`config.mk`:
```
export PLATFORM = sky130hd
export DESIGN_NAME = demux_param_flat
export DESIGN_NICKNAME = d
export VERILOG_FILES = /design/src/rtl/demux_param_if.sv /design/src/rtl/demux_param.sv /design/src/flat_wrapper.sv
export SDC_FILE = /design/constraint.sdc
export NUM_CORES = 1
export LEC_CHECK = 0
export BUFFER_PORTS_ARGS = -buffer_cell sky130_fd_sc_hd__buf_2
export CAP_MARGIN = 20
export CORE_AREA = 4 4 278 280
export CTS_BUF_LIST = sky130_fd_sc_hd__clkbuf_8 sky130_fd_sc_hd__clkbuf_16
export DETAILED_ROUTE_END_ITERATION = 6
export DIE_AREA = 0 0 282 284
export MAX_ROUTING_LAYER = met4
export PLACE_DENSITY = 0.4
export SETUP_SLACK_MARGIN = 0.05
export SKIP_LAST_GASP = 1
export SYNTH_ARGS = -nofsm -noshare
export SYNTH_HDL_FRONTEND = slang
export SYNTH_SLANG_ARGS = --single-unit
export TNS_END_PERCENT = 100
```
`constraint.sdc`:
```
create_clock -name clk -period 4.6 [get_ports clk]
set_input_delay 0.92 -clock clk [delete_from_list [all_inputs] [get_ports clk]]
set_output_delay 0.92 -clock clk [all_outputs]
set_load 0.005 [all_outputs]
```
`src/rtl/demux_param_if.sv`:
```
// demux_param_if: start/select/VLR request, input element stream and slot outputs of demux_param.
interface demux_param_if #(
    parameter int NUM_OUTPUTS = 20,
    parameter int DATA_WIDTH  = 32,
    parameter int VALID       = 1,
    parameter int MVL         = 32
);
    localparam int SW = (NUM_OUTPUTS > 1) ? $clog2(NUM_OUTPUTS) : 1;
    localparam int CW = (MVL > 1) ? $clog2(MVL) : 1;
    localparam int W  = DATA_WIDTH + VALID;
    logic                     start;
    logic [SW-1:0]            sel;
    logic [CW:0]              VLR;
    logic [W-1:0]             data_i;
    logic [W*NUM_OUTPUTS-1:0] data_o;
    logic                     busy_o;
    logic                     done_o;
    logic                     err_o;
    logic [CW:0]              cnt_o;
    modport master (output start, sel, VLR, data_i, input data_o, busy_o, done_o, err_o, cnt_o);
    modport slave  (input start, sel, VLR, data_i, output data_o, busy_o, done_o, err_o, cnt_o);
endinterface

```
`src/rtl/demux_param.sv`:
```
// demux_param: steers VLR valid elements of one stream to a selected slot, then returns to idle.
// Define DEMUX_OUTREG_EN to register data_o and delay done_o by one cycle to match it.
module demux_param #(
    parameter int NUM_OUTPUTS = 20,
    parameter int DATA_WIDTH  = 32,
    parameter int VALID       = 1,
    parameter int MVL         = 32
) (
    input logic          clk,
    input logic          rst,
    demux_param_if.slave bus
);
    localparam int SW = (NUM_OUTPUTS > 1) ? $clog2(NUM_OUTPUTS) : 1;
    localparam int CW = (MVL > 1) ? $clog2(MVL) : 1;
    localparam int W  = DATA_WIDTH + VALID;
    localparam logic [SW:0] LIMIT = (SW+1)'(NUM_OUTPUTS);
    typedef enum logic {IDLE, BUSY} state_t;
    state_t                   state_q;
    logic [SW-1:0]            sel_q;
    logic [CW:0]              vlr_q;
    logic [CW:0]              cnt_q;
    logic                     done_q;
    logic                     err_q;
    logic [W*NUM_OUTPUTS-1:0] data_d;
    wire                      beat = bus.data_i[DATA_WIDTH];
    always_ff @(posedge clk) begin
        if (rst) begin
            state_q <= IDLE;
            sel_q   <= '0;
            vlr_q   <= '0;
            cnt_q   <= '0;
            done_q  <= 1'b0;
            err_q   <= 1'b0;
        end else begin
            done_q <= 1'b0;
            err_q  <= 1'b0;
            case (state_q)
                IDLE: if (bus.start) begin
                    // An invalid select wins over the empty-vector shortcut
                    if ({1'b0, bus.sel} >= LIMIT) err_q <= 1'b1;
                    else if (bus.VLR == '0) done_q <= 1'b1;
                    else begin
                        state_q <= BUSY;
                        sel_q   <= bus.sel;
                        vlr_q   <= bus.VLR;
                        cnt_q   <= '0;
                    end
                end
                BUSY: if (beat) begin
                    if (cnt_q == vlr_q - 1'b1) begin
                        state_q <= IDLE;
                        cnt_q   <= '0;
                        sel_q   <= '0;
                        vlr_q   <= '0;
                        done_q  <= 1'b1;
                    end else cnt_q <= cnt_q + 1'b1;
                end
                default: state_q <= IDLE;
            endcase
        end
    end
    for (genvar g = 0; g < NUM_OUTPUTS; g++) begin : g_slot
        localparam logic [SW-1:0] IDX = SW'(g);
        assign data_d[g*W +: W] = (state_q == BUSY && beat && sel_q == IDX) ? bus.data_i : '0;
    end
`ifdef DEMUX_OUTREG_EN
    logic [W*NUM_OUTPUTS-1:0] data_q;
    logic                     done_dly_q;
    always_ff @(posedge clk) begin
        data_q     <= rst ? '0 : data_d;
        done_dly_q <= rst ? 1'b0 : done_q;
    end
    assign bus.data_o = data_q;
    assign bus.done_o = done_dly_q;
`else
    assign bus.data_o = data_d;
    assign bus.done_o = done_q;
`endif
    assign bus.busy_o = (state_q == BUSY);
    assign bus.err_o  = err_q;
    assign bus.cnt_o  = cnt_q;
endmodule
```
`src/flat_wrapper.sv`:
```
// flat-port wrapper written by rule: the top's interface ports become plain ports
module demux_param_flat 
#(
    parameter int NUM_OUTPUTS = 20,
    parameter int DATA_WIDTH  = 32,
    parameter int VALID       = 1,
    parameter int MVL         = 32
)
  (clk, rst, bus_start, bus_sel, bus_VLR, bus_data_i, bus_data_o, bus_busy_o, bus_done_o, bus_err_o, bus_cnt_o);
  demux_param_if #(.NUM_OUTPUTS(NUM_OUTPUTS), .DATA_WIDTH(DATA_WIDTH), .VALID(VALID), .MVL(MVL)) bus_i ();
  input logic clk;
  input logic rst;
  input wire logic [$bits(bus_i.start)-1:0] bus_start;
  input wire logic [$bits(bus_i.sel)-1:0] bus_sel;
  input wire logic [$bits(bus_i.VLR)-1:0] bus_VLR;
  input wire logic [$bits(bus_i.data_i)-1:0] bus_data_i;
  output wire logic [$bits(bus_i.data_o)-1:0] bus_data_o;
  output wire logic [$bits(bus_i.busy_o)-1:0] bus_busy_o;
  output wire logic [$bits(bus_i.done_o)-1:0] bus_done_o;
  output wire logic [$bits(bus_i.err_o)-1:0] bus_err_o;
  output wire logic [$bits(bus_i.cnt_o)-1:0] bus_cnt_o;
  assign bus_i.start = bus_start;
  assign bus_i.sel = bus_sel;
  assign bus_i.VLR = bus_VLR;
  assign bus_i.data_i = bus_data_i;
  assign bus_data_o = bus_i.data_o;
  assign bus_busy_o = bus_i.busy_o;
  assign bus_done_o = bus_i.done_o;
  assign bus_err_o = bus_i.err_o;
  assign bus_cnt_o = bus_i.cnt_o;
  demux_param #(.NUM_OUTPUTS(NUM_OUTPUTS), .DATA_WIDTH(DATA_WIDTH), .VALID(VALID), .MVL(MVL)) u_core (.clk(clk), .rst(rst), .bus(bus_i));
endmodule
```
Yosys cells after proc, flatten, opt, wreduce, memory -nomap -nowiden:

Index checks and enable logic that the tools add are counted.

* add/sub/neg operators: 2
* $mul: 0
* div/mod/pow operators: 0
* $lt $le $gt $ge: 1
* eq/ne operators: 25
* shift-type cells: 0
* muxes and demuxes: 51
* bitwise logic cells: 2
* reduce and logical (&&, ||, !) cells: 26

Operators with widths (number)
* $mux W33: 20
* $mux W6: 10
* $eq A5 B4 Y1 const B: 8
* $mux W5: 5
* $pmux W6 S2: 2
* $logic_and A1 B1 Y1: 21
* $eq A5 B3 Y1 const B: 4
* $eq A5 B5 Y1 const B: 4
* $mux W1: 11
* $eq A5 B2 Y1 const B: 2
* $ne A2 B2 Y1 const B: 5
* $pmux W5 S2: 1
* $add A6 B1 Y6 const B: 1
* $eq A6 B6 Y1: 1
* $logic_not A6 Y1: 1
* $sub A6 B1 Y6 const B: 1
* $eq A5 B1 Y1 const B: 1
* $ge A5 B5 Y1 const B: 1
* $logic_not A5 Y1: 1
* $reduce_and A5 Y1: 1
* $pmux W1 S2: 2
* $reduce_and A4 Y1: 1
* $reduce_or A3 Y1: 1
* $not A1 Y1: 2

* register bits: 20
* bits in latches: 0
* RAM bits: 0
* memory bits (read-only): 0
* input port bits: 47
* output and inout port bits: 669
* logic and storage cells: 113
* memories: 0

Depth between registers and ports, before layout:

Gate-level depths: netlist of run 1.

* depth after elaboration: 5
* gate-level depth with buffers: 8
* mapped depth without buffers: 7

Least setup slack after synthesis of run 1:

OpenSTA, ideal clock, no wires.

* path kind: input port to output port
* start point: input bus_data_i[32]
* end point: output bus_data_o[300]
* arrival: 1.901 ns
* required time: 3.680 ns
* slack: 1.779 ns
* cell stages on the path: 6
* path through: and2_1 buf_2 nand3_1 nor2_1 clkbuf_1 and2_1

* longest elaborated chain between the ends: 3

Ends and longest elaborated chain
* from (decl): RTL line flat_wrapper.sv:16 `input wire logic [$bits(bus_i.data_i)-1:0] bus_data_i;`
* $logic_and A1 B1 Y1 (2 in series): RTL line demux_param.sv:64 `assign data_d[g*W +: W] = (state_q == BUSY && beat && sel_q == IDX) ? bus.data_i : '0;`
* $mux W33: RTL line demux_param.sv:64
* to (decl): RTL line flat_wrapper.sv:17 `output wire logic [$bits(bus_i.data_o)-1:0] bus_data_o;`

No other way between the ends.

Worst setup path in the final report of run 1:

* start point: input bus_data_i[32]
* end point: output bus_data_o[235]

Same word-level chain as after synthesis.

==> flow_results.org, run 1 <==
** CTS
- After clock tree synthesis, the repair step resized 0 gates.
- Post-CTS repair timing setup buffer count :: 0
- TritonCTS built the clock tree.
- For this design, the CTS-stage hold fixing added 0 buffers.
- Clock tree buffer depth :: 2
- In this run, CTS created clock tree buffers numbering 3.
- Root Buffer Master :: sky130_fd_sc_hd__clkbuf_16
- The clock drives 20 sinks.
- In this run the number of H-tree levels came out at 1.
- For the worst-skew pair, the clock arrives at the later sink with an insertion delay of 0.26 ns.
- Worst-path clk slew :: 0.07 ns

** GRT
- For this run, global-route usage on met2 was measured as 20.79%.
- In the global route stage, overall resource usage came out at 11.33%.
- Largest net degree at the start of global routing :: 34
- Most Used Layer, Global Route :: met2
- Global routing consumed, on the met3 layer, 0.9955% of the routing resources.
- The number of global-route vias before repair came to a little over 8k.
- Global-route wire length before repair :: roughly 64 mm
- Remaining Overflow, GRT :: 0
- The number of antenna violations at the first check in global routing was 18.
- Met1 demand-to-capacity share in global routing :: 13.44%

** Die
- The initial utilization of the core area, before any placement, comes to ~7.7%.
- The core region is 74450 µm².
- Die boundary width :: around 280 µm
- Area of the die :: 80090 µm²
- Die height :: ~280 µm
- The floorplan has 100 rows.
- In this run the count of I/O pins placed on the die edge is 716.

** Timing
- Layout Skew :: 0.01118 ns
- Worst slew margin :: between 40% and 50%
- Count of pins over their slew limit :: 0
- Transition time at the pin with the least slew margin :: 0.8526 ns
- RSZ-0062 raised after global routing :: false
- The hold violation total from the final report is 0.
- Static timing analysis puts the maximum clock frequency at 261.9 MHz.
- Total of endpoints with negative setup slack in the final report :: 0
- The worst path needs 3.818 ns of the cycle, external delays included.
- Final clock period utilization by the worst path :: 82.99%
- Hold is met by between 0.5 and 0.6 ns.
- Aggregate negative setup slack :: 0 ns

** Setup path
- Critical path launch point :: bus_data_i[32]
- The worst setup path is captured at an output pin.
- At the worst endpoint, the arrival time is 2.90 ns.
- The worst register-to-register path begins at u_core.vlr_q[0].
- Reg-to-Reg End :: u_core.bus.cnt_o[1]
- Worst setup path class :: primary input to output pin
- Required arrival time at the worst endpoint :: 3.68 ns
- The most critical setup path has its endpoint at bus_data_o[235].
- The number of cells on the worst reg-to-reg path is 7.
- The setup check on the worst reg-to-reg path leaves a slack of 2.63 ns.
- Type of element launching the critical path :: primary input
- Along the worst path, the maximum fanout reaches 20.

** Routing
- Final routed wirelength across all metal layers :: 48.22 mm
- The first detailed-routing pass ran for 5 iterations.
- In this run the remaining antenna-violating nets after routing total 0.
- Routed vias :: 8370
- Routed length per instance :: 19.03 µm
- In the routed design, unresolved DRC markers number 0.
- Iteration-0 DRC Markers :: 369
- After detailed routing, the number of vias per cell comes to 3.303.

** Worst hold path
- The startpoint identified for the worst hold timing path is u_core.sel_q[2].
- Worst min path class :: flip-flop to flip-flop

** Synth
- In the synthesized netlist, mux cells make up less than 1% of the area.
- After Yosys synthesis, XOR and XNOR cells account for 1.216% of the synthesized area.
- Net count after synthesis :: 973
- Count of synthesis-stage warnings from yosys :: 0
- Synthesized-area fraction occupied by and/or/nand/nor cells :: about three quarters
- In this run the mean area of a mapped cell was ~6.2 µm².
- Fraction of registers with async set/reset :: 0%
- After synthesis, the cell types taking the most area are sky130_fd_sc_hd__and2_1, sky130_fd_sc_hd__dfxtp_1, sky130_fd_sc_hd__clkbuf_1.
- Sequential element share of the synthesized area :: 6.947%
- Synthesized-area fraction occupied by ao, oa, aoi and oai cells :: 5.232%
- Counting distinct cell types in the post-synthesis netlist gives 36.
- Number of enable-type register cells in the synthesized netlist :: 0
- The biggest area contributor in the post-synthesis netlist is sky130_fd_sc_hd__and2_1.
- The most used flip-flop cell after synthesis is sky130_fd_sc_hd__dfxtp_1.
- After synthesis, the largest family of logic cells by area is simple AND/OR/NAND/NOR gates.
- Flip-flop and latch count after synthesis :: 20
- Synthesized-area fraction occupied by adder cells :: 0.4342%
- Top-area cell type share of the netlist area :: a little over two thirds
- Post-synthesis instance area :: a little under 6000 µm²
- The cell count after synthesis came out at 924.

** Place
- Instance count after placement with tap cells included :: 2505
- At the end of routability-driven placement, the weighted congestion stood at 0.7867.
- After legalization and detailed placement, the total HPWL measured between 30 and 40 mm.
- Buffers on Ports :: 715

** Final layout
- The final layout contains 1590 nets.
- Non-filler instance count after layout :: 2534
- Proportion of layout cells with a drive suffix above 1 :: 50.32%
- Relative to the synthesized area, the layout overhead comes to 85.17%.
- Fill cell total of the finished layout :: 8662

** Power
- Total leakage power :: 6.487 nW
- Design Power :: 0.7119 mW
- Across the VDD grid, the largest voltage drop is 0.1177 mV.
- Power per cell area :: 66.71 nW/µm²

** Job
- Number of max-capacitance violations reported :: 0

** Run status
- The flow ran to the end, and the final reports show no timing, DRC or antenna violations.
==> routing by layer <==
| layer | routed length (µm) | share of wire (%) |
|---|---|---|
| met1 | 20240 | 42 |
| met2 | 24030 | 50 |
| met3 | 3158 | 6.5 |
| met4 | 794 | 1.6 |
| met5 | 0 | 0 |
==> area by class of cell <==
cell class / count / area, µm² / area share, %
Antenna cell: 25 / 62.56 / 0.5862
Clock buffer: 3 / 75.07 / 0.7035
Clock inverter: 1 / 30.03 / 0.2814
Inverter: 3 / 11.26 / 0.1055
Multi-Input combinational cell: 770 / 4966 / 46.54
Sequential cell: 20 / 400.4 / 3.752
Tap cell: 969 / 1212 / 11.36
Timing Repair Buffer: 743 / 3914 / 36.67
==> registers in the layout (all words and copies together) (netlist names) <==
register,flops
u_core.bus.err_o,1
u_core.vlr_q,6
u_core.sel_q,5
u_core.bus.done_o,1
u_core.bus.cnt_o,6
u_core.bus.busy_o,1
==> layout by cell type, fill, tap and decap left out, drive strengths merged <==
| cell type | Yosys | layout |
|---|---|---|
| a211oi | 4 | 4 |
| a21o | 2 | 2 |
| a21oi | 3 | 3 |
| a22oi | 11 | 11 |
| a31oi | 2 | 2 |
| and2 | 642 | 642 |
| and3 | 1 | 1 |
| buf | 26 | 743 |
| bufinv | 0 | 1 |
| clkbuf | 105 | 3 |
| dfxtp | 20 | 20 |
| diode | 0 | 25 |
| ha | 2 | 2 |
| inv | 3 | 3 |
| mux2i | 1 | 1 |
| nand2 | 23 | 23 |
| nand2b | 5 | 5 |
| nand3 | 3 | 3 |
| nand3b | 1 | 1 |
| nand4b | 1 | 1 |
| nor2 | 22 | 22 |
| nor2b | 2 | 2 |
| nor3 | 9 | 9 |
| nor4 | 4 | 4 |
| o2111ai | 2 | 2 |
| o211ai | 2 | 2 |
| o21a | 1 | 1 |
| o21ai | 17 | 17 |
| o41ai | 1 | 1 |
| or2 | 1 | 1 |
| xnor2 | 5 | 5 |
| xor2 | 3 | 3 |
==> per-stage QoR <==
stage          utilization, %  worst slack, ns  instance area [µm²]
2_1_floorplan               -            1.779                 5763
3_3_place_gp            14.11           0.7750                10500
3_5_place_dp            14.11           0.7202                10500
4_1_cts                 14.25           0.7176                10610
5_1_grt                 14.25           0.5864                10610
6_report                14.33           0.7825                10670
==> synthesized netlist by cell type (all sizes together) (3+ instances only) <==
master,n
nor2,22
nor4,4
and2,642
buf,26
dfxtp,20
nand2b,5
nand3,3
o21ai,17
clkbuf,105
xnor2,5
a21oi,3
a211oi,4
inv,3
a22oi,11
xor2,3
nor3,9
nand2,23
==> worst max-delay path: stages <==
cell and delay [ns]:
sky130_fd_sc_hd__buf_2 0.10, sky130_fd_sc_hd__nand2_1 0.12, sky130_fd_sc_hd__nor2_1 0.23, sky130_fd_sc_hd__nand2_1 0.31
sky130_fd_sc_hd__nor2_4 0.64, sky130_fd_sc_hd__buf_4 0.30, sky130_fd_sc_hd__and2_1 0.14, sky130_fd_sc_hd__buf_2 0.12
==> power breakdown <==
| group | internal, mW | switching (mW) |
|---|---|---|
| registers | 0.182 | 0.0180 |
| logic | 0.0718 | 0.193 |
| clock network | 0.173 | 0.0745 |
| total | 0.427 | 0.285 |
==> kinds of logic (layout without fill, tap and decap cells) <==
logic type / Yosys count / count (layout)
AND/OR/NAND/NOR: 714 / 714
buffers and inverters: 134 / 750
AO/OA/AOI/OAI: 45 / 45
flip-flops: 20 / 20
XOR/XNOR: 8 / 8
adder cells (fa/ha/maj): 2 / 2
multiplexers: 1 / 1
other: 0 / 25
==> worst min-delay path by stage <==
stage                                  to  slack, ns  depth (start not counted)
after global placement    u_core.vlr_q[5]       0.49                          2
after floorplan           u_core.sel_q[2]       0.46                          2
final                     u_core.sel_q[2]       0.50                          2
after CTS                 u_core.sel_q[2]       0.49                          2
after global routing      u_core.sel_q[2]       0.52                          2
after detailed placement  u_core.sel_q[2]       0.48                          2
Power figures use the tool's default switching activity.
==> inputs of run 2 (changes only) <==
Clock period 4.6 ns to 3.9 ns, I/O delays scaled along.
==> run 2 against run 1 <==
  * Critical endpoint is now bus_data_o[496]
  * Sequential power rose by 18%
  * Non-clock buffer count rose by 6
  * Largest power group unchanged
  * Flip-flop and latch count did not move
  * Design area fell by 0.54%
==> flow_results.org, run 2 (synthesis gave the netlist of run 1 again) <==
** GRT
- Global-route wire length before repair :: 62.89 mm (-1.0%)
- The maximum number of pins on one net before global-route repair is 34 (unchanged).
- Number of global-route vias before repair :: 8162 (-0.83%)
- The number of antenna violations at the first check in global routing came to 21 (+3).
- The global-route total usage across every layer is 11.22% (-0.11 points).
- Remaining Overflow, GRT :: 0 (unchanged)

** Die
- # IOs :: 716 (unchanged)
- Starting density of the core :: 7.741% (unchanged)
- The number of core rows is 100 (unchanged).
- The floorplan core area is 74450 µm² (unchanged).
- Die boundary width :: 282 µm (unchanged)
- Area of the die :: 80090 µm² (unchanged)
- Die height :: 284 µm (unchanged)

** Setup path
- Largest delay share family, worst path :: simple AND/OR/NAND/NOR gates
- Data arrival time at the worst-slack endpoint :: 2.64 ns (-0.26 ns)
- The setup path with the least slack is of type primary input to output pin.
- On the critical path, the stage with the largest delay is an instance of sky130_fd_sc_hd__nor2_4.
- STA classifies the critical path endpoint as an output pin.
- CP bufs+invs :: 3 (unchanged)
- Worst path cell trace :: buf_2 > and2_1 > nand3_1 > nor2_4 > buf_4 > and2_1 > buf_2
- Delay of the slowest cell on the worst path :: 0.47 ns (-0.17 ns)
- STA classifies the critical path startpoint as a primary input.
- Crit Path Max Fanout :: 13 (-35%)
- The worst endpoint required time was 3.12 ns (-0.56 ns).

** CTS
- The clock latency reported for the late side of the worst-skew pair is 0.25 ns (about the same).
- TritonCTS clock tree :: done
- The tree is rooted in a sky130_fd_sc_hd__clkbuf_16.
- The post-CTS setup buffer count is 0 (unchanged).
- The number of buffers added to fix hold violations after cts came to 0 (unchanged).
- Number of H-tree levels :: 1 (unchanged)
- The clock-pin slew on the worst setup and hold paths is 0.06 ns (about the same).
- Number of CTS-inserted buffers :: 3 (unchanged)
- Clock sink total :: 20 (unchanged)
- Clock tree buffer depth :: 2 (unchanged)
- The post-cts sizing count is 0 (unchanged).

** Routing
- Number of remaining DRC errors :: 0 (unchanged)
- Iteration-0 DRC Markers :: 402 (+8.9%)
- Length of the first detailed-routing pass in iterations :: 4 (-1)
- Routed vias :: 8320 (-0.60%)
- The average via count per standard cell came to 3.295 (-0.24%).
- Routed length per instance :: 18.85 µm (-0.94%)
- The overall routed net length was 47.60 mm (-1.3%).
- Antenna-violating nets left :: 0 (unchanged)

** Place
- Buffers on Ports :: 715 (unchanged)
- Placed cell areas :: 10510 µm² (about the same)
- The placed instance count was 2511 (+0.24%).
- Placer's final routability congestion estimate :: 0.7730 (-1.7%)
- HPWL Detailed :: 37.21 mm (-0.90%)

** Timing
- Worst slew margin :: 43.39% (+0.54 points)
- Time the final worst path needs with I/O delays and setup :: 3.416 ns
- Count of pins over their slew limit :: 0 (unchanged)
- Timing would allow up to 292.8 MHz.
- RSZ-0062 raised after global routing :: false
- The final critical path takes up 87.58% of the cycle.
- Layout Skew :: 0.002870 ns (-0.008314 ns)
- Total of endpoints with negative setup slack in the final report :: 0 (unchanged)
- Transition time at the pin with the least slew margin :: 0.8446 ns (-0.008014 ns)
- The hold violation total from the final report is 0 (unchanged).
- Aggregate negative setup slack :: 0 ns (unchanged)

** Power
- The total power divided by cell area came to 71.50 nW/µm² (+7.2%).
- Total leakage power :: 6.496 nW (+0.14%)
- The worst IR drop on VDD came to 0.1266 mV (+7.5%).

** Worst hold path
- The min-delay analysis places its worst path in the category flip-flop to flip-flop.

** Final layout
- In the layout the commonest cells are sky130_fd_sc_hd__buf_2, sky130_fd_sc_hd__and2_1, sky130_fd_sc_hd__buf_4, sky130_fd_sc_hd__nand2_1, sky130_fd_sc_hd__dfxtp_1.
- Proportion of layout cells with a drive suffix above 1 :: 50.49% (+0.16 points)
- Layout-stage area growth over the synthesis result :: 84.17%
- Non-filler instance count after layout :: 2525 (-0.36%)
- The library cell used most frequently in the layout, excluding fill and tap cells, is sky130_fd_sc_hd__buf_2.
- Area of all placed cells without fillers :: 10610 µm² (-0.54%)
- Nets :: 1596 (+0.38%)
- Fill cell total of the finished layout :: 8613 (-0.57%)

** Job
- The number of maximum-capacitance constraint violations came to 0 (unchanged).

** Run status
- The flow ran to the end, and the final reports show no timing, DRC or antenna violations.
run 2: cell count changes in the layout (fill, tap and decap cells not counted):
cell and delta:
sky130_fd_sc_hd__buf_4 +9, sky130_fd_sc_hd__diode_2 -14, sky130_fd_sc_hd__bufinv_16 -1, sky130_fd_sc_hd__buf_12 -3
run 2: final cells by class:
cell class | instances | area, µm² | area share, %
Timing Repair Buffer | 749 | 3921 | 36.94
Multi-Input combinational cell | 770 | 4966 | 46.79
Tap cell | 969 | 1212 | 11.42
Clock buffer | 3 | 75.07 | 0.7073
Antenna cell | 11 | 27.53 | 0.2593
Sequential cell | 20 | 400.4 | 3.772
Inverter | 3 | 11.26 | 0.1061
run 2: per-layer routing:
metal / up-vias / track usage (%) / routed length, µm
li1: 4013 / - / -
met4: 0 / 2.118 / 829
met3: 43 / 0.6582 / 2967
met2: 561 / 20.79 / 23750
met5: - / - / 0
met1: 3703 / 13.39 / 20050
run 2: final timing paths:
| check | start | endpoint | slack, ns | cells past startpoint |
|---|---|---|---|---|
| max reg2reg | u_core.vlr_q[0] | u_core.bus.cnt_o[1] | 1.92 | 7 |
| min reg2reg | u_core.vlr_q[5] | u_core.vlr_q[5] | 0.49 | 2 |
| min | u_core.vlr_q[5] | u_core.vlr_q[5] | 0.49 | 2 |
| max | bus_data_i[32] | bus_data_o[496] | 0.48 | 7 |
run 2: through the flow:
step / worst slack (ns) / hold WS [ns] / power (mW) / utilization [%]
5_1_grt: 0.3015 / 0.5184 / 0.7990 / 14.22
3_3_place_gp: 0.4581 / 0.4831 / 0.5603 / 14.12
6_report: 0.4844 / 0.4927 / 0.7589 / 14.26
4_1_cts: 0.4170 / 0.4945 / 0.7706 / 14.22
3_5_place_dp: 0.4422 / 0.4866 / 0.5557 / 14.12
2_1_floorplan: 1.359 / 0.4577 / 0.3849 / -
run 2: tightest hold or removal path, stage by stage (launching register included):
cell and delay, ns:
sky130_fd_sc_hd__dfxtp_1 0.33, sky130_fd_sc_hd__nand2_1 0.06, sky130_fd_sc_hd__o21ai_0 0.06
run 2: power by group:
group	switching (mW)	internal, mW
logic	0.225	0.0845
clock network	0.0780	0.135
registers	0.0213	0.215
